--- src/rtl/timer_dev_if.sv ---
// Register bus between the system bridge and timer_dev, plus the irq line to cp0.
interface timer_dev_if;
  logic [1:0]  addr;
  logic        we;
  logic [31:0] din;
  logic [31:0] dout;
  logic        irq;

  modport master (output addr, we, din, input dout, irq);
  modport slave  (input addr, we, din, output dout, irq);
endinterface

--- src/rtl/timer_dev.sv ---
// 32-bit down-counting timer: one-shot (level irq) or auto-reload (pulse irq).
// Optional tick prescaler at addr 3 is compiled in with TIMER_PRESCALE_EN.
module timer_dev #(
  parameter int CNT_W = 32
) (
  input  logic        clk,
  input  logic        rst,
  timer_dev_if.slave  bus
);

  typedef enum logic [1:0] {S_IDLE, S_LOAD, S_CNT, S_INT} state_t;

  localparam logic [CNT_W-1:0] ONE = CNT_W'(1);

  state_t             r_state;
  logic               r_en;
  logic [1:0]         r_mode;
  logic               r_im;
  logic [CNT_W-1:0]   r_preset;
  logic [CNT_W-1:0]   r_count;
  logic               r_irq_flag;

  logic               w_auto;
  logic               w_tick;
  logic [31:0]        w_ps_rd;
  logic [31:0]        w_dout;

`ifdef TIMER_PRESCALE_EN
  logic [15:0]        r_pscale;
  logic [15:0]        r_pcnt;

  assign w_tick  = (r_pcnt == r_pscale);
  assign w_ps_rd = {16'd0, r_pscale};
`else
  assign w_tick  = 1'b1;
  assign w_ps_rd = 32'd0;
`endif

  // MODE 10/11 fall back to one-shot
  assign w_auto = (r_mode == 2'b01);

  always_ff @(posedge clk) begin
    if (!rst) begin
      r_state    <= S_IDLE;
      r_en       <= 1'b0;
      r_mode     <= 2'b00;
      r_im       <= 1'b0;
      r_preset   <= '0;
      r_count    <= '0;
      r_irq_flag <= 1'b0;
`ifdef TIMER_PRESCALE_EN
      r_pscale   <= '0;
      r_pcnt     <= '0;
`endif
    end else begin
      case (r_state)
        S_IDLE: if (r_en) r_state <= S_LOAD;
        S_LOAD: begin
          r_count <= r_preset;
          r_state <= S_CNT;
`ifdef TIMER_PRESCALE_EN
          r_pcnt  <= '0;
`endif
        end
        S_CNT: begin
          if (!r_en) begin
            r_state <= S_IDLE;
          end else begin
`ifdef TIMER_PRESCALE_EN
            r_pcnt <= w_tick ? 16'd0 : r_pcnt + 16'd1;
`endif
            if (w_tick) begin
              if (r_count == '0) begin
                r_state <= S_INT;
                if (!w_auto) r_irq_flag <= 1'b1;
              end else begin
                r_count <= r_count - ONE;
              end
            end
          end
        end
        S_INT: begin
          if (w_auto) begin
            r_state <= S_LOAD;
          end else begin
            r_en    <= 1'b0;
            r_state <= S_IDLE;
          end
        end
        default: r_state <= S_IDLE;
      endcase

      // CPU writes come last so they override same-edge FSM updates to EN and the flag
      if (bus.we) begin
        case (bus.addr)
          2'd0: begin
            r_en       <= bus.din[0];
            r_mode     <= bus.din[2:1];
            r_im       <= bus.din[3];
            r_irq_flag <= 1'b0;
          end
          2'd1: begin
            r_preset   <= bus.din[CNT_W-1:0];
            r_irq_flag <= 1'b0;
          end
`ifdef TIMER_PRESCALE_EN
          2'd3: r_pscale <= bus.din[15:0];
`endif
          default: ;
        endcase
      end
    end
  end

  always_comb begin
    w_dout = 32'd0;
    case (bus.addr)
      2'd0:    w_dout = {28'd0, r_im, r_mode, r_en};
      2'd1:    w_dout = 32'(r_preset);
      2'd2:    w_dout = 32'(r_count);
      default: w_dout = w_ps_rd;
    endcase
  end

  assign bus.dout = w_dout;
  assign bus.irq  = r_im & (w_auto ? (r_state == S_INT) : r_irq_flag);

endmodule

--- src/flat_wrapper.sv ---
// flat-port wrapper written by rule: the top's interface ports become plain ports
module timer_dev_flat 
#(
  parameter int CNT_W = 32
)
  (clk, rst, bus_addr, bus_we, bus_din, bus_dout, bus_irq);
  timer_dev_if bus_i ();
  input  logic clk;
  input  logic rst;
  input wire logic [$bits(bus_i.addr)-1:0] bus_addr;
  input wire logic [$bits(bus_i.we)-1:0] bus_we;
  input wire logic [$bits(bus_i.din)-1:0] bus_din;
  output wire logic [$bits(bus_i.dout)-1:0] bus_dout;
  output wire logic [$bits(bus_i.irq)-1:0] bus_irq;
  assign bus_i.addr = bus_addr;
  assign bus_i.we = bus_we;
  assign bus_i.din = bus_din;
  assign bus_dout = bus_i.dout;
  assign bus_irq = bus_i.irq;
  timer_dev #(.CNT_W(CNT_W)) u_core (.clk(clk), .rst(rst), .bus(bus_i));
endmodule
--- config.mk ---
export PLATFORM = sky130hd
export DESIGN_NAME = timer_dev_flat
export DESIGN_NICKNAME = d
export VERILOG_FILES = /design/src/rtl/timer_dev_if.sv /design/src/rtl/timer_dev.sv /design/src/flat_wrapper.sv
export SDC_FILE = /design/constraint.sdc
export NUM_CORES = 1
export LEC_CHECK = 0
export ABC_AREA = 1
export BUFFER_PORTS_ARGS = -buffer_cell sky130_fd_sc_hd__buf_2
export CAP_MARGIN = 15
export CELL_PAD_IN_SITES_DETAIL_PLACEMENT = 0
export CELL_PAD_IN_SITES_GLOBAL_PLACEMENT = 1
export CORE_MARGIN = 5
export CORE_UTILIZATION = 35
export CTS_BUF_LIST = sky130_fd_sc_hd__clkbuf_16
export CTS_CLUSTER_DIAMETER = 80
export DETAILED_ROUTE_END_ITERATION = 8
export GPL_ROUTABILITY_DRIVEN = 0
export PLACE_DENSITY = 0.74
export REMOVE_ABC_BUFFERS = 1
export SLEW_MARGIN = 40
export SYNTH_ARGS = -nofsm -noshare
export SYNTH_HDL_FRONTEND = slang
export SYNTH_SLANG_ARGS = --single-unit
--- constraint.sdc ---
create_clock -name clk -period 1.5 [get_ports clk]
set_input_delay 0.075 -clock clk [delete_from_list [all_inputs] [get_ports clk]]
set_output_delay 0.075 -clock clk [all_outputs]
set_load 0.1 [all_outputs]
==> results.ini <==
[sta]
timing_hold_violations_final = 0
relSlewSlack = 0.622
setup_viol = 35
period_minus_slack_ps = 1660
final.setup_skew_ps = 6.06
rsz0062_at_grt = yes
finalMaxSlewViolations = 0
period_share = 1.11
setup_tns_ps = -3260
hold_slack_ps = 4.33
layout_setup_ws_ps = -164
worstMarginPinSlew_ps = 567
achievable-frequency_mhz = 601

[drt]
detail-route-antenna-nets = 0
vias = 5037
drt_pass1_iterations = 5
drtIter0Drc = 288
detail_route.drc_violations = 0
vias_per_cell = 5.08
wl_cell_microns = 15.2
drt_wirelength_mm = 15.0

[place]
port_bufs = 69
dp_slack_ps = -210
numPlacedInstances = 956
dp_hpwl_mm = 10.3
placed_cell_area_sq_um = 5840

[final_layout]
antenna_diode_count = 0
layout-drive-gt1-share = 0.408
final_cell_mix = sky130_fd_sc_hd__nand2_1, sky130_fd_sc_hd__buf_4, sky130_fd_sc_hd__inv_1
fillerInstances = 1120
finish.net_count = 881
area_growth_syn_to_layout_pct = 63.1
post-route-cell-area_sq_um = 6890
mostFrequentLayoutCell = sky130_fd_sc_hd__nand2_1
stdcell_count = 991
final_util = 0.579

[clock_network]
holdBufCountCts = 0
cts-buffers-inserted = 9
clock-sinks = 71
cts_htree_levels = 3
cts_tree = done
clock_insertion_delay_worst_skew_ps = 340
longest_clk_path_bufs = 2
clkTransAtPathRegs_ps = 60
ctsRootBufferMaster = sky130_fd_sc_hd__clkbuf_16

[setup_path]
critical_path.most_common_cell = sky130_fd_sc_hd__nand2_1
setup.worst_path.end_class = register
cp_cell_sequence = inv_2 > buf_4 > nand2_2 > nor2_4 > nand2_1 > o21ai_0 > nand3_1 > nand2_1 > nand2_1 > a21oi_1
worstPathArrival_ps = 1940
criticalPathCategory = register to register
critical_path.startpoint_type = register
cp_data_required_time_ps = 1770
critical-path-max-stage-delay_ps = 330
critPathSlowestCell = sky130_fd_sc_hd__dfxtp_2
critical_path_peak_fanout = 5

[floorplanning]
die_area_sq_um = 14400
ios = 70
placement_rows = 40
initial_utilization = 0.355
core_region_area_sq_um = 11900
fp.dieW_microns = 120
die_h_microns = 120

[logic_synthesis]
biggest_area_consumer_among_synthesized_cells = sky130_fd_sc_hd__dfxtp_1
ys_warn_count = 0
syn_area_sq_um = 4230
synth_top_cells_by_area = sky130_fd_sc_hd__dfxtp_1, sky130_fd_sc_hd__nand2_1, sky130_fd_sc_hd__o21ai_0
yosys.cell_types.count = 27
synthDominantCellAreaShare = 0.336
synthesis.instances = 679
seq_area_frac_synth = 0.336
postSynthAreaPerCell_sq_um = 6.22
synthesis_stage_register_bit_count = 71

[global_routing]
grt_antenna_before_repair = 0
global_route.usage.total = 0.209
grt_max_degree = 34
grt_pass1_wl_mm = 24.1
number_of_global_route_vias_before_repair = 5041
overflow_left_after_global_routing = 0

[status]
violations = negative setup slack
run_status = complete, but fails checks

[pwr]
report.power.total_mw = 14.9
leakage_nw = 2.93
power.density_nw_per_um2 = 2160
worst_ir_drop_vdd_mv = 0.976

[hold_path]
min_path_type = primary input to register

[flow_run]
cap_viol_max_count = 0

==> cell type report <==
cell class	instances	area, sq um	area share
repair buffers	180	1760	0.256
clock inverters	7	87.6	0.0127
clock buffers	9	225	0.0327
inverters	91	342	0.0495
well taps	147	184	0.0267
flip-flops and latches	71	1450	0.210
multi-input cells	486	2850	0.413
==> sequential cells by signal (all words and copies together) (netlist names) <==
name and flops:
u_core.r_irq_flag 1, u_core.r_state 2, u_core.r_count 32, u_core.r_preset 32, u_core.r_mode 2, u_core.r_en 1
u_core.r_im 1
==> power by group <==
part	switching [mW]	total [mW]	internal, mW
Sequential	0.260	2.45	2.19
Combinational	5.81	10.1	4.29
Clock	0.871	2.31	1.44
==> final timing paths <==
| check | from | endpoint | slack [ps] | depth (start not counted) |
|---|---|---|---|---|
| worst max-delay path | u_core.r_count[0]$_SDFFE_PN0P_ | u_core.r_count[27]$_SDFFE_PN0P_ | -160 | 10 |
| worst max register to register | u_core.r_count[0]$_SDFFE_PN0P_ | u_core.r_count[27]$_SDFFE_PN0P_ | -160 | 10 |
| worst min-delay path | bus_din[1] | u_core.r_preset[1]$_SDFFE_PN0P_ | 4 | 3 |
| worst min register to register | u_core.r_irq_flag$_SDFF_PN0_ | u_core.r_irq_flag$_SDFF_PN0_ | 470 | 2 |
==> what timing repair did <==
item,CTS,global route
endpoints found under the setup margin,41,56
buffers inserted,20,4
resized for setup,85,88
pin swaps,23,34
gates cloned,3,0
==> cells in the mapped netlist <==
library cell / n
sky130_fd_sc_hd__o221ai_1: 4
sky130_fd_sc_hd__clkbuf_1: 21
sky130_fd_sc_hd__o31ai_1: 1
sky130_fd_sc_hd__nor2_4: 4
sky130_fd_sc_hd__a21oi_1: 67
sky130_fd_sc_hd__buf_6: 4
sky130_fd_sc_hd__nor2_2: 8
sky130_fd_sc_hd__ha_1: 5
sky130_fd_sc_hd__inv_1: 90
sky130_fd_sc_hd__nand2_4: 1
sky130_fd_sc_hd__o21ai_0: 69
sky130_fd_sc_hd__o22ai_1: 28
sky130_fd_sc_hd__dfxtp_1: 71
sky130_fd_sc_hd__nor2_1: 80
sky130_fd_sc_hd__xor2_1: 3
sky130_fd_sc_hd__nor3_1: 3
sky130_fd_sc_hd__o21ai_1: 10
sky130_fd_sc_hd__buf_1: 2
sky130_fd_sc_hd__a31oi_1: 1
sky130_fd_sc_hd__nand3_4: 1
sky130_fd_sc_hd__buf_4: 2
sky130_fd_sc_hd__nand3_1: 36
sky130_fd_sc_hd__nand2_2: 3
sky130_fd_sc_hd__nand2_1: 155
sky130_fd_sc_hd__buf_2: 2
sky130_fd_sc_hd__inv_2: 1
sky130_fd_sc_hd__nand4_1: 7
==> cell families (layout without fill, tap and decap cells) <==
group / after synthesis / count (layout) / share of synthesized area
compound gates: 180 / 180 / 0.226
simple gates: 298 / 298 / 0.299
flops: 71 / 71 / 0.336
buf+inv: 122 / 287 / 0.118
xor+xnor: 3 / 3 / 0.00622
fa+ha+maj: 5 / 5 / 0.0148
==> layer usage <==
layer  vias to the layer above  track usage  routed length, microns
li1                       2529            -                       -
met1                      2362        0.253                    6590
met2                       127        0.367                    7490
met3                        19       0.0419                     668
met4                         0       0.0780                     301
met5                         -            0                       0
==> critical path: cells and delay by family, from the launching register on <==
kind,cells,cell delay (ps)
AND/OR/NAND/NOR,6,700
buffers and inverters,2,220
flip-flops,1,330
AO/OA/AOI/OAI,2,340
Power figures use the tool's default switching activity.
